**src/rtl/toggle_fsm_pkg.sv**
```systemverilog
// Shared types for the toggle FSM bank: event-qualification modes and channel state.
package toggle_fsm_pkg;

    typedef enum logic [1:0] {
        MODE_LEVEL     = 2'd0,
        MODE_EDGE      = 2'd1,
        MODE_QUALIFIED = 2'd2,
        MODE_HOLD      = 2'd3
    } mode_t;

    typedef enum logic [0:0] {
        STATE_A = 1'b0,
        STATE_B = 1'b1
    } tfsm_state_t;

    // Width of a run counter that must be able to hold the value max_val.
    function automatic int run_width(input int max_val);
        return (max_val < 1) ? 1 : $clog2(max_val + 1);
    endfunction

endpackage

```
**src/rtl/toggle_fsm_channel.sv**
```systemverilog
// One toggle channel: two-state Moore FSM, input history for edge/qualified
// detection, saturating toggle counter and a registered toggled pulse.
module toggle_fsm_channel
    import toggle_fsm_pkg::*;
#(
    parameter int   QUAL_CYCLES = 3,
    parameter int   CNT_W       = 8,
    parameter logic RESET_VAL   = 1'b0
) (
    input  logic             clk,
    input  logic             reset,
    input  mode_t            mode_i,
    input  logic             in_i,
    input  logic             clr_cnt_i,
    output logic             out_o,
    output logic             toggled_o,
    output logic [CNT_W-1:0] cnt_o
);

    localparam int QW = run_width(QUAL_CYCLES);
    localparam logic [QW-1:0]    QUAL_MAX  = QW'(QUAL_CYCLES);
    localparam logic [QW-1:0]    QUAL_FIRE = QW'(QUAL_CYCLES - 1);
    localparam logic [CNT_W-1:0] CNT_MAX   = '1;
    localparam tfsm_state_t      STATE_RST = RESET_VAL ? STATE_B : STATE_A;

    tfsm_state_t      state_q, state_d;
    logic             prev_in_q, prev_in_d;
    logic [QW-1:0]    qual_cnt_q, qual_cnt_d;
    logic [CNT_W-1:0] cnt_q, cnt_d;
    logic             toggled_q, toggled_d;
    logic             fire;

    always_ff @(posedge clk) begin
        if (reset) begin
            state_q    <= STATE_RST;
            prev_in_q  <= 1'b0;
            qual_cnt_q <= '0;
            cnt_q      <= '0;
            toggled_q  <= 1'b0;
        end else begin
            state_q    <= state_d;
            prev_in_q  <= prev_in_d;
            qual_cnt_q <= qual_cnt_d;
            cnt_q      <= cnt_d;
            toggled_q  <= toggled_d;
        end
    end

    always_comb begin
        fire = 1'b0;
        case (mode_i)
            MODE_LEVEL:     fire = in_i;
            MODE_EDGE:      fire = in_i & ~prev_in_q;
            MODE_QUALIFIED: fire = in_i & (qual_cnt_q == QUAL_FIRE);
            MODE_HOLD:      fire = 1'b0;
            default:        fire = 1'b0;
        endcase
    end

    always_comb begin
        state_d = state_q;
        case (state_q)
            STATE_A: state_d = fire ? STATE_B : STATE_A;
            STATE_B: state_d = fire ? STATE_A : STATE_B;
            default: state_d = STATE_A;
        endcase
    end

    // History tracks the input in every mode so that a mode switch never
    // sees a stale edge or a partially counted run.
    always_comb begin
        prev_in_d  = in_i;
        qual_cnt_d = '0;
        if (in_i) begin
            qual_cnt_d = (qual_cnt_q == QUAL_MAX) ? QUAL_MAX : qual_cnt_q + QW'(1);
        end
    end

    // Clear beats a same-cycle increment; the counter saturates instead of wrapping.
    always_comb begin
        cnt_d     = cnt_q;
        toggled_d = fire;
        if (clr_cnt_i) begin
            cnt_d = '0;
        end else if (fire && (cnt_q != CNT_MAX)) begin
            cnt_d = cnt_q + CNT_W'(1);
        end
    end

    assign out_o     = (state_q == STATE_B);
    assign toggled_o = toggled_q;
    assign cnt_o     = cnt_q;

endmodule

```
**src/rtl/toggle_fsm_bank.sv**
```systemverilog
// Bank of independent toggle channels sharing one mode select and counter clear;
// per-channel counts are packed side by side on toggle_cnt.
module toggle_fsm_bank
    import toggle_fsm_pkg::*;
#(
    parameter int                  CHANNELS    = 4,
    parameter int                  QUAL_CYCLES = 3,
    parameter int                  CNT_W       = 8,
    parameter logic [CHANNELS-1:0] RESET_STATE = {CHANNELS{1'b0}}
) (
    input  logic                      clk,
    input  logic                      reset,
    input  logic [1:0]                mode,
    input  logic [CHANNELS-1:0]       in,
    input  logic                      clr_cnt,
    output logic [CHANNELS-1:0]       out,
    output logic [CHANNELS-1:0]       toggled,
    output logic [CHANNELS*CNT_W-1:0] toggle_cnt
);

    mode_t mode_e;
    assign mode_e = mode_t'(mode);

    genvar gi;
    generate
        for (gi = 0; gi < CHANNELS; gi++) begin : g_ch
            toggle_fsm_channel #(
                .QUAL_CYCLES (QUAL_CYCLES),
                .CNT_W       (CNT_W),
                .RESET_VAL   (RESET_STATE[gi])
            ) u_ch (
                .clk       (clk),
                .reset     (reset),
                .mode_i    (mode_e),
                .in_i      (in[gi]),
                .clr_cnt_i (clr_cnt),
                .out_o     (out[gi]),
                .toggled_o (toggled[gi]),
                .cnt_o     (toggle_cnt[gi*CNT_W +: CNT_W])
            );
        end
    endgenerate

endmodule

```
**config.mk**
```make
export PLATFORM = sky130hd
export DESIGN_NAME = toggle_fsm_bank
export DESIGN_NICKNAME = d
export VERILOG_FILES = /design/src/rtl/toggle_fsm_pkg.sv /design/src/rtl/toggle_fsm_channel.sv /design/src/rtl/toggle_fsm_bank.sv
export SDC_FILE = /design/constraint.sdc
export NUM_CORES = 1
export LEC_CHECK = 0
export CELL_PAD_IN_SITES_DETAIL_PLACEMENT = 0
export CELL_PAD_IN_SITES_GLOBAL_PLACEMENT = 2
export CORE_MARGIN = 8
export CORE_UTILIZATION = 25
export CTS_CLUSTER_DIAMETER = 40
export DETAILED_ROUTE_END_ITERATION = 8
export GPL_TIMING_DRIVEN = 0
export HOLD_SLACK_MARGIN = 0.03
export PLACE_DENSITY_LB_ADDON = 0.1
export SLEW_MARGIN = 20
export SYNTH_ARGS = -nofsm -noshare
export SYNTH_HDL_FRONTEND = slang
export SYNTH_SLANG_ARGS = --single-unit
export TNS_END_PERCENT = 5
```
**constraint.sdc**
```tcl
create_clock -name clk -period 4.2 [get_ports clk]
set_clock_uncertainty 0.2 [all_clocks]
set_input_delay 1.26 -clock clk [delete_from_list [all_inputs] [get_ports clk]]
set_output_delay 1.26 -clock clk [all_outputs]
set_load 0.02 [all_outputs]
```
After elaboration in Yosys (flattened, before gate mapping)
Cells that the tools add are included.
{"block": "totals", "regBits": 52, "in_bits": 9}
{"block": "op_classes", "n_addsub": 8, "n_eq_ne": 15, "muxes": 20, "bitwise_logic": 20, "n_reduce_logical": 10}
{"cell": "$add 8x1->8 const B", "count": 4}
{"cell": "$ne 8x8->1 const B", "count": 4}
{"cell": "$eq 2x2->1 const B", "count": 10}
{"cell": "$pmux 1 s4", "count": 4}
{"cell": "$not 1->1", "count": 12}
{"cell": "$reduce_or 2->1", "count": 5}
{"cell": "$add 2x1->2 const B", "count": 4}
{"cell": "$and 1x1->1", "count": 8}
{"cell": "$mux 1", "count": 8}
{"cell": "$mux 2", "count": 4}
{"cell": "$pmux 1 s2", "count": 4}
{"cell": "$logic_and 1x1->1", "count": 4}
{"cell": "$eq 2x1->1 const B", "count": 1}
{"cell": "$logic_not 2->1", "count": 1}

Depth between registers and ports, before layout
Gate-level depths: netlist of run 1.
{"block": "depth", "word_depth": 5, "depth_mapped": 8, "mapped_depth_nobuf": 6}

Modules after synthesis
A second synthesis of run 1 with hierarchy kept.
{"block": "hier_totals", "cells_unflattened": 288, "hier_area_um2": 2572.5}
{"module": "toggle_fsm_channel", "n_inst": 4, "cells_each": 72, "area_each_um2": 643.1, "seq_area_each_um2": 260.2}

Worst setup path before layout of run 1
Ideal clock, no wire load.
{"block": "synth_timing", "path_kind": "in2reg", "from": "in mode[0]", "to": "reg g_ch[3].u_ch.cnt_q[5]", "arrival_ns": 2.650, "required_ns": 3.930, "setup_slack_ns": 1.280, "cell_stages": 8, "cell_sequence": "inv_1 > ha_1 > buf_6 > o21bai_2 > o221ai_2 > buf_2 > or4_1 > a21oi_1"}
{"block": "synth_via", "elab_chain_len": 3, "word_cells_on_any_way": 6}
{"element": "from (decl)", "line_no": "toggle_fsm_bank.sv:13", "text": "input logic [1:0] mode,"}
{"element": "$eq 2x2->1 (tied with other cells)", "line_no": "toggle_fsm_channel.sv:51", "text": "case (mode_i)"}
{"element": "$pmux 1 s4 (*)", "line_no": "toggle_fsm_channel.sv:51"}
{"element": "$logic_and 1x1->1 (*)", "line_no": "toggle_fsm_channel.sv:85", "text": "end else if (fire && (cnt_q != CNT_MAX)) begin"}
{"element": "to (signal assigned)", "line_no": "toggle_fsm_channel.sv:44", "text": "cnt_q <= cnt_d;"}
{"element": "to (decl)", "line_no": "toggle_fsm_channel.sv:29", "text": "logic [CNT_W-1:0] cnt_q, cnt_d;"}
Mark *: on every way between the ends. The rest lies on a longest branch, timed or not.
A chain may end at the register's enable or synchronous reset.

Final worst setup path of run 1
{"block": "layout_timing", "from": "in mode[1]", "to": "reg g_ch[1].u_ch.cnt_q[7]"}
{"block": "layout_via", "elab_chain_len": 3, "word_cells_on_any_way": 6}
{"element": "$eq 2x2->1 (tied with other cells)", "line_no": "toggle_fsm_channel.sv:51"}
{"element": "$pmux 1 s4 (*)", "line_no": "toggle_fsm_channel.sv:51"}
{"element": "$logic_and 1x1->1 (*)", "line_no": "toggle_fsm_channel.sv:85"}
{"element": "to (signal assigned)", "line_no": "toggle_fsm_channel.sv:44"}
{"element": "to (decl)", "line_no": "toggle_fsm_channel.sv:29"}
Marks and branches as above.

==> results of run 1 <==
[kinds of logic (layout without fill, tap and decap cells)]
kind of cell | Yosys count | after routing
fa+ha+maj | 6 | 6
compound gates | 82 | 82
xor+xnor | 4 | 4
buf+inv | 38 | 94
mux | 3 | 3
simple gates | 98 | 98
flops | 52 | 52
[final timing paths]
path / startpoint / end / slack [ns] / cells past startpoint
setup / recovery: mode[1] / g_ch[1].u_ch.cnt_o[7] / 0.89 / 8
hold reg to reg: g_ch[3].u_ch.qual_cnt_q[0] / g_ch[3].u_ch.qual_cnt_q[0] / 0.25 / 1
hold / removal: g_ch[3].u_ch.qual_cnt_q[0] / g_ch[3].u_ch.qual_cnt_q[0] / 0.25 / 1
setup reg to reg: g_ch[1].u_ch.cnt_o[0] / g_ch[1].u_ch.cnt_o[4] / 2.05 / 6
[power groups by stage]
stage / logic [mW] / clock network [mW] / registers, mW
2_1_floorplan: 0.0819 / 0 / 0.528
3_3_place_gp: 0.132 / 0 / 0.528
3_5_place_dp: 0.131 / 0 / 0.528
4_1_cts: 0.132 / 0.374 / 0.516
5_1_grt: 0.143 / 0.391 / 0.519
6_report: 0.129 / 0.353 / 0.516
[registers in the layout, indices dropped and copies added, names as in the netlist]
name / flops
g_ch.u_ch.out_o: 4
g_ch.u_ch.cnt_o: 32
g_ch.u_ch.toggled_o: 4
g_ch.u_ch.qual_cnt_q: 8
g_ch.u_ch.prev_in_q: 4
[layer usage]
layer / vias up / global-route usage [%]
met2: 27 / 16.3
met1: 1054 / 14.0
met3: 2 / 2.28
met4: 0 / 2.33
met5: - / 0
li1: 1156 / -
[stage by stage]
step | cell area (sq um) | util, % | total power [mW] | setup slack (ns) | hold WS [ns]
floorplan | 2520 | - | 0.610 | 1.28 | 0.226
global placement | 3160 | 32.4 | 0.659 | 0.537 | 0.242
detailed placement | 3160 | 32.4 | 0.659 | 0.583 | 0.242
CTS | 3270 | 33.5 | 1.02 | 0.909 | 0.257
global route | 3270 | 33.5 | 1.05 | 0.748 | 0.274
finish | 3270 | 33.5 | 0.998 | 0.893 | 0.253
[worst max-delay path: cells and delay by family]
family	cells	cell delay (ns)
buffers and inverters	4	0.99
AO/OA/AOI/OAI	3	0.68
adder cells (fa/ha/maj)	1	0.36
[layout make-up]
class	instances	share of cell area [%]
multi-input combinational	193	39.1
sequential	52	31.8
timing repair buffer	48	14.7
tap	133	5.08
buffer	22	4.17
clock buffer	5	2.10
inverter	16	1.83
clock inverter	3	1.30
[cell usage in the layout, fill, tap and decap left out, types with 8 or more instances in the layout]
cell,netlist,final
sky130_fd_sc_hd__buf_4,9,9
sky130_fd_sc_hd__inv_1,16,16
sky130_fd_sc_hd__o31ai_1,8,8
sky130_fd_sc_hd__o21ai_0,15,15
sky130_fd_sc_hd__and3_1,10,10
sky130_fd_sc_hd__clkdlybuf4s50_1,0,48
sky130_fd_sc_hd__nor2_1,22,22
sky130_fd_sc_hd__nand3_1,15,15
sky130_fd_sc_hd__nand2_1,12,12
sky130_fd_sc_hd__dfxtp_1,52,52
sky130_fd_sc_hd__a21oi_1,28,28
==> impl_metrics.prom, run 1 <==
# TYPE chip_impl_metric gauge
chip_impl_metric{name="yosys.area_share.adder",unit="%"} 2.98
chip_impl_metric{name="dr.pass1.iters",unit=""} 4
chip_impl_metric{name="chipWidth",unit="microns"} 116
chip_impl_metric{name="buffers_from_clock_root_to_sink_at_most",unit=""} 2
chip_impl_info{name="crit_slowest_cell",value="sky130_fd_sc_hd__clkdlybuf4s50_1"} 1
chip_impl_metric{name="ys_seq_area_share",unit="%"} 41.4
chip_impl_metric{name="layout_worst_path_cycle_share",unit="%"} 78.7
chip_impl_metric{name="synthMuxAreaShare",unit="%"} 1.19
chip_impl_metric{name="dpl.hpwl",unit="microns"} 5130
chip_impl_metric{name="io_buffers",unit=""} 48
chip_impl_metric{name="drt_first_iter_violations",unit=""} 105
chip_impl_metric{name="top_level_ports",unit=""} 49
chip_impl_metric{name="area_growth_syn_to_layout",unit="%"} 30.1
chip_impl_metric{name="post-cts-setup-buffers",unit=""} 0
chip_impl_metric{name="power-per-cell-area",unit="mW/mm^2"} 305
chip_impl_metric{name="finalSetupTns",unit="ns"} 0
chip_impl_metric{name="power_dissipated_by_switching_net_loads",unit="mW"} 0.255
chip_impl_metric{name="grt_start_max_net_pins",unit=""} 17
chip_impl_metric{name="placeableCoreArea",unit="sq mm"} 0.00977
chip_impl_metric{name="p_clk_share",unit="%"} 35.4
chip_impl_metric{name="totalWireLength",unit="microns"} 6870
chip_impl_info{name="yosys-top-cells-count",value="sky130_fd_sc_hd__dfxtp_1 (52), sky130_fd_sc_hd__a21oi_1 (28), sky130_fd_sc_hd__nor2_1 (22)"} 1
chip_impl_info{name="maxUsedRoutingLayer",value="met4"} 1
chip_impl_info{name="critPathMostFrequentCell",value="sky130_fd_sc_hd__buf_2"} 1
chip_impl_metric{name="synth-async-reset-ratio",unit="%"} 0
chip_impl_metric{name="area_taken_by_multi_input_logic_gates",unit="sq mm"} 0.00128
chip_impl_metric{name="drt-vias-per-instance",unit=""} 4.74
chip_impl_metric{name="cp_max_fo",unit=""} 10
chip_impl_metric{name="worst-slew-pin-transition",unit="ns"} 0.590
chip_impl_metric{name="met1_routed_length",unit="microns"} 3400
chip_impl_metric{name="grt_antenna_before_repair",unit=""} 0
chip_impl_info{name="crit_path_start_kind",value="primary input"} 1
chip_impl_metric{name="maxClockFrequency",unit="GHz"} 0.302
chip_impl_metric{name="dr_total_vias",unit=""} 2239
chip_impl_metric{name="cts-resized-gates",unit=""} 0
chip_impl_metric{name="clk_pin_slew_worst_paths",unit="ns"} 0.10
chip_impl_metric{name="worst_slew_margin_rel",unit="%"} 60.6
chip_impl_metric{name="cts_hold_buffers",unit=""} 0
chip_impl_metric{name="final_hold_viol_count",unit=""} 0
chip_impl_metric{name="synth_nets",unit=""} 298
chip_impl_metric{name="fp.dieArea",unit="sq mm"} 0.0135
chip_impl_metric{name="clk_latency",unit="ns"} 0.30
chip_impl_metric{name="worst_path_largest_cell_delay",unit="ns"} 0.48
chip_impl_metric{name="postSynthCellCount",unit=""} 283
chip_impl_metric{name="post-place-cells",unit=""} 464
chip_impl_info{name="result_of_the_run",value="complete, no violations"} 1
chip_impl_metric{name="place_congestion",unit=""} 0.696
chip_impl_metric{name="final_max_slew_viol_count",unit=""} 0
chip_impl_metric{name="postSynthRegisterBits",unit=""} 52
chip_impl_metric{name="fraction_of_the_mapped_netlist_area_in_compound_gates",unit="%"} 23.4
chip_impl_info{name="worst-setup-path-type",value="in -> reg"} 1
chip_impl_metric{name="initial_utilization",unit="%"} 25.7
chip_impl_metric{name="post_layout_nonfiller_instances",unit=""} 472
chip_impl_metric{name="htree_levels",unit=""} 2
chip_impl_metric{name="synth-warning-count",unit=""} 0
chip_impl_metric{name="yosysTopAreaCellShare",unit="%"} 41.4
chip_impl_metric{name="pwr-share-comb",unit="%"} 12.9
chip_impl_metric{name="syn-mean-instance-area",unit="sq um"} 8.89
chip_impl_metric{name="irDropWorstVdd",unit="mV"} 0.186
chip_impl_info{name="largest_family_of_logic_cells_by_synthesized_area",value="compound AO/OA/AOI/OAI gates"} 1
chip_impl_metric{name="cts_buffers",unit=""} 5
chip_impl_info{name="end_kind",value="register"} 1
chip_impl_metric{name="fp-row-count",unit=""} 36
chip_impl_metric{name="ant_nets",unit=""} 0
chip_impl_info{name="rsz0062_at_grt",value="false"} 1
chip_impl_metric{name="synth_enable_flop_cells",unit=""} 0
chip_impl_metric{name="wl_met2",unit="microns"} 3180
chip_impl_info{name="worstPathCellList",value="clkdlybuf4s50_1, inv_1, ha_1, buf_2, o221ai_2, buf_2, o311ai_0, o41ai_1"} 1
chip_impl_metric{name="timing.final.crit_period",unit="ns"} 3.31
chip_impl_metric{name="dr_wl_met3",unit="microns"} 260
chip_impl_metric{name="grt_overflow",unit=""} 0
chip_impl_metric{name="worstPathArrival",unit="ns"} 3.29
chip_impl_metric{name="finish.net_count",unit=""} 353
chip_impl_metric{name="max-cap-violations",unit=""} 0
chip_impl_metric{name="n_antenna_cell",unit=""} 0
chip_impl_info{name="yosys.area.top_type",value="sky130_fd_sc_hd__dfxtp_1"} 1
chip_impl_info{name="timing.hold.worst.class",value="reg -> reg"} 1
chip_impl_metric{name="grt_pass1_vias",unit=""} 2120
chip_impl_metric{name="die_y",unit="microns"} 116
chip_impl_metric{name="leakagePower",unit="nW"} 1.17
chip_impl_metric{name="switching_share",unit="%"} 25.6
chip_impl_metric{name="post_synth_and_or_nand_nor_area_fraction",unit="%"} 21.9
chip_impl_metric{name="setup_violations_final",unit=""} 0
chip_impl_info{name="clk_root_buffer_cell",value="sky130_fd_sc_hd__clkbuf_8"} 1
chip_impl_metric{name="clkSinkCount",unit=""} 52
chip_impl_metric{name="syn-cell-area",unit="sq mm"} 0.00252
chip_impl_metric{name="synth.lib_cells_used.distinct",unit=""} 42
chip_impl_metric{name="groute.usage.overall",unit="%"} 10.3
chip_impl_info{name="largest_cells_by_area_after_synthesis",value="sky130_fd_sc_hd__dfxtp_1 (41%), sky130_fd_sc_hd__a21oi_1 (5.6%), sky130_fd_sc_hd__nor2_1 (3.3%), sky130_fd_sc_hd__ha_1 (3.0%), sky130_fd_sc_hd__nand3_1 (3.0%)"} 1
chip_impl_metric{name="grt_pass1_wl",unit="microns"} 11100
chip_impl_metric{name="filler_cell_count",unit=""} 1068
chip_impl_info{name="tritoncts",value="done"} 1
chip_impl_info{name="yosys_most_used_dff",value="sky130_fd_sc_hd__dfxtp_1"} 1
chip_impl_info{name="yosys.cell_count.top_type",value="sky130_fd_sc_hd__dfxtp_1"} 1
chip_impl_metric{name="cp_data_required_time",unit="ns"} 4.18
chip_impl_metric{name="yosys.area_share.xor_xnor",unit="%"} 1.39
chip_impl_metric{name="seqCellArea",unit="sq mm"} 0.00104
chip_impl_metric{name="drc",unit=""} 0
chip_impl_metric{name="wl_per_cell",unit="microns"} 14.6
chip_impl_metric{name="seq_power_share",unit="%"} 51.7
chip_impl_metric{name="post_route_cells_drive_above_1_share",unit="%"} 11.8
chip_impl_metric{name="int_power",unit="mW"} 0.743
Power figures use the tool's default switching activity.
==> inputs of run 2 (changes only) <==
==> constraint.sdc (replaced) <==
create_clock -name clk -period 3.1 [get_ports clk]
set_clock_uncertainty 0.2 [all_clocks]
set_input_delay 0.93 -clock clk [delete_from_list [all_inputs] [get_ports clk]]
set_output_delay 0.93 -clock clk [all_outputs]
set_load 0.02 [all_outputs]
==> impl_metrics.prom, run 2 (synthesis gave the netlist of run 1 again) <==
# TYPE chip_impl_metric gauge
chip_impl_info{name="result_of_the_run",value="complete, no violations"} 1
chip_impl_metric{name="setup_violations_final",unit=""} 0
chip_impl_metric{name="place_worst_setup_slack",unit="ns"} -0.187
chip_impl_info{name="final_cell_mix",value="sky130_fd_sc_hd__dfxtp_1 (52), sky130_fd_sc_hd__clkdlybuf4s50_1 (48), sky130_fd_sc_hd__a21oi_1 (28)"} 1
chip_impl_metric{name="cts_hold_buffers",unit=""} 0
chip_impl_info{name="rsz0062_at_grt",value="true"} 1
chip_impl_metric{name="clk_pin_slew_worst_paths",unit="ns"} 0.10
chip_impl_metric{name="post_route_cells_drive_above_1_share",unit="%"} 12.1
chip_impl_metric{name="io_buffers",unit=""} 48
chip_impl_metric{name="die_y",unit="microns"} 116
chip_impl_metric{name="dr_total_vias",unit=""} 2260
chip_impl_metric{name="dpl.hpwl",unit="microns"} 5130
chip_impl_metric{name="n_antenna_cell",unit=""} 0
chip_impl_metric{name="worst-slew-pin-transition",unit="ns"} 0.591
chip_impl_metric{name="cts_buffers",unit=""} 5
chip_impl_info{name="tritoncts",value="done"} 1
chip_impl_metric{name="htree_levels",unit=""} 2
chip_impl_metric{name="design_area",unit="sq mm"} 0.00328
chip_impl_metric{name="worst_slew_margin_rel",unit="%"} 60.6
chip_impl_metric{name="report.power.total",unit="mW"} 1.35
chip_impl_info{name="end_kind",value="register"} 1
chip_impl_metric{name="leakagePower",unit="nW"} 1.17
chip_impl_metric{name="irDropWorstVdd",unit="mV"} 0.253
chip_impl_metric{name="worst_setup_slack_after_layout",unit="ns"} 0.141
chip_impl_metric{name="post-place-cells",unit=""} 464
chip_impl_metric{name="met1_routed_length",unit="microns"} 3370
chip_impl_metric{name="ant_nets",unit=""} 0
chip_impl_metric{name="wl_per_cell",unit="microns"} 14.6
chip_impl_metric{name="grt_pass1_vias",unit=""} 2120
chip_impl_metric{name="cp_max_fo",unit=""} 10
chip_impl_metric{name="layout_worst_path_cycle_share",unit="%"} 95.4
chip_impl_metric{name="placeableCoreArea",unit="sq mm"} 0.00977
chip_impl_metric{name="holdWs",unit="ns"} 0.253
chip_impl_info{name="clk_root_buffer_cell",value="sky130_fd_sc_hd__clkbuf_8"} 1
chip_impl_metric{name="worstPathArrival",unit="ns"} 2.94
chip_impl_metric{name="grt_start_max_net_pins",unit=""} 17
chip_impl_info{name="timing.hold.worst.class",value="reg -> reg"} 1
chip_impl_metric{name="chipWidth",unit="microns"} 116
chip_impl_metric{name="buffers_from_clock_root_to_sink_at_most",unit=""} 2
chip_impl_metric{name="maxClockFrequency",unit="GHz"} 0.338
chip_impl_metric{name="post-cts-setup-buffers",unit=""} 0
chip_impl_metric{name="top_level_ports",unit=""} 49
chip_impl_metric{name="final_max_slew_viol_count",unit=""} 0
chip_impl_info{name="worst-setup-path-type",value="in -> reg"} 1
chip_impl_metric{name="fp-row-count",unit=""} 36
chip_impl_metric{name="power-per-cell-area",unit="mW/mm^2"} 412
chip_impl_info{name="mostFrequentLayoutCell",value="sky130_fd_sc_hd__dfxtp_1"} 1
chip_impl_metric{name="dpl_cell_area",unit="sq mm"} 0.00316
chip_impl_metric{name="grt_overflow",unit=""} 0
chip_impl_metric{name="fp.dieArea",unit="sq mm"} 0.0135
chip_impl_metric{name="area_growth_syn_to_layout",unit="%"} 30.5
chip_impl_info{name="crit_path_start_kind",value="primary input"} 1
chip_impl_metric{name="post_layout_nonfiller_instances",unit=""} 472
chip_impl_metric{name="place_congestion",unit=""} 0.696
chip_impl_metric{name="drc",unit=""} 0
chip_impl_metric{name="cp_data_required_time",unit="ns"} 3.08
chip_impl_metric{name="dr_wl_met3",unit="microns"} 264
chip_impl_metric{name="drt_first_iter_violations",unit=""} 88
chip_impl_metric{name="grt_pass1_wl",unit="microns"} 11100
chip_impl_metric{name="finish.net_count",unit=""} 353
chip_impl_metric{name="timing.final.crit_period",unit="ns"} 2.96
chip_impl_info{name="maxUsedRoutingLayer",value="met4"} 1
chip_impl_metric{name="clk_latency",unit="ns"} 0.30
chip_impl_metric{name="initial_utilization",unit="%"} 25.7
chip_impl_metric{name="totalWireLength",unit="microns"} 6900
chip_impl_metric{name="drt-vias-per-instance",unit=""} 4.79
chip_impl_metric{name="clkSinkCount",unit=""} 52
chip_impl_metric{name="dr.pass1.iters",unit=""} 4
chip_impl_metric{name="largest_reg_flops",unit=""} 32
chip_impl_metric{name="max-cap-violations",unit=""} 0
chip_impl_metric{name="r2r_cells",unit=""} 6
chip_impl_metric{name="holdPathStages",unit=""} 1
chip_impl_metric{name="groute.usage.overall",unit="%"} 10.3
chip_impl_metric{name="wl_met2",unit="microns"} 3220
chip_impl_metric{name="grt_antenna_before_repair",unit=""} 0
chip_impl_metric{name="cts-resized-gates",unit=""} 0
chip_impl_metric{name="final_hold_viol_count",unit=""} 0
-- run 2: cell count changes in the layout (fill, tap and decap cells not counted) --
cell	previous run	this run
sky130_fd_sc_hd__buf_2	4	3
sky130_fd_sc_hd__clkbuf_4	0	1
sky130_fd_sc_hd__o41ai_1	7	6
sky130_fd_sc_hd__o41ai_2	0	1
-- run 2: through the flow --
step,setup TNS (ns),utilization [%]
finish,0,33.6
global route,-0.00130,33.6
CTS,0,33.5
detailed placement,-1.57,32.4
global placement,-2.01,32.4
floorplan,0,-
-- run 2: report_power, final --
| group | total, mW | switching [mW] | internal, mW |
|---|---|---|---|
| clock network | 0.478 | 0.238 | 0.240 |
| registers | 0.699 | 0.0124 | 0.687 |
| logic | 0.176 | 0.0947 | 0.0809 |
-- run 2: final timing paths --
| path | from | end | slack [ns] |
|---|---|---|---|
| max reg2reg | g_ch[1].u_ch.cnt_o[0] | g_ch[1].u_ch.cnt_o[4] | 0.93 |
| min | g_ch[3].u_ch.qual_cnt_q[0] | g_ch[3].u_ch.qual_cnt_q[0] | 0.25 |
| max | mode[1] | g_ch[1].u_ch.cnt_o[7] | 0.14 |
| min reg2reg | g_ch[3].u_ch.qual_cnt_q[0] | g_ch[3].u_ch.qual_cnt_q[0] | 0.25 |
-- run 2: worst max-delay path, stage by stage --
cell	delay, ns
sky130_fd_sc_hd__clkdlybuf4s50_1	0.48
sky130_fd_sc_hd__inv_1	0.04
sky130_fd_sc_hd__ha_1	0.36
sky130_fd_sc_hd__clkbuf_4	0.24
sky130_fd_sc_hd__o221ai_2	0.16
sky130_fd_sc_hd__buf_2	0.22
sky130_fd_sc_hd__o311ai_0	0.38
sky130_fd_sc_hd__o41ai_1	0.13
-- run 2: routing by layer --
| metal | GRT usage [%] | vias to the layer above |
|---|---|---|
| met5 | 0 | - |
| met4 | 2.33 | 0 |
| met3 | 2.28 | 2 |
| met2 | 16.3 | 29 |
| met1 | 14.0 | 1069 |
| li1 | - | 1160 |
-- run 2: cell type report --
cell class                      count  area [sq um]
Multi-Input combinational cell    193          1290
Timing Repair Buffer               48           480
Fill cell                        1065          6490
Sequential cell                    52          1040
Buffer                             22           139
Clock inverter                      3          42.5
Tap cell                          133           166
Inverter                           16          60.1
Clock buffer                        5          68.8
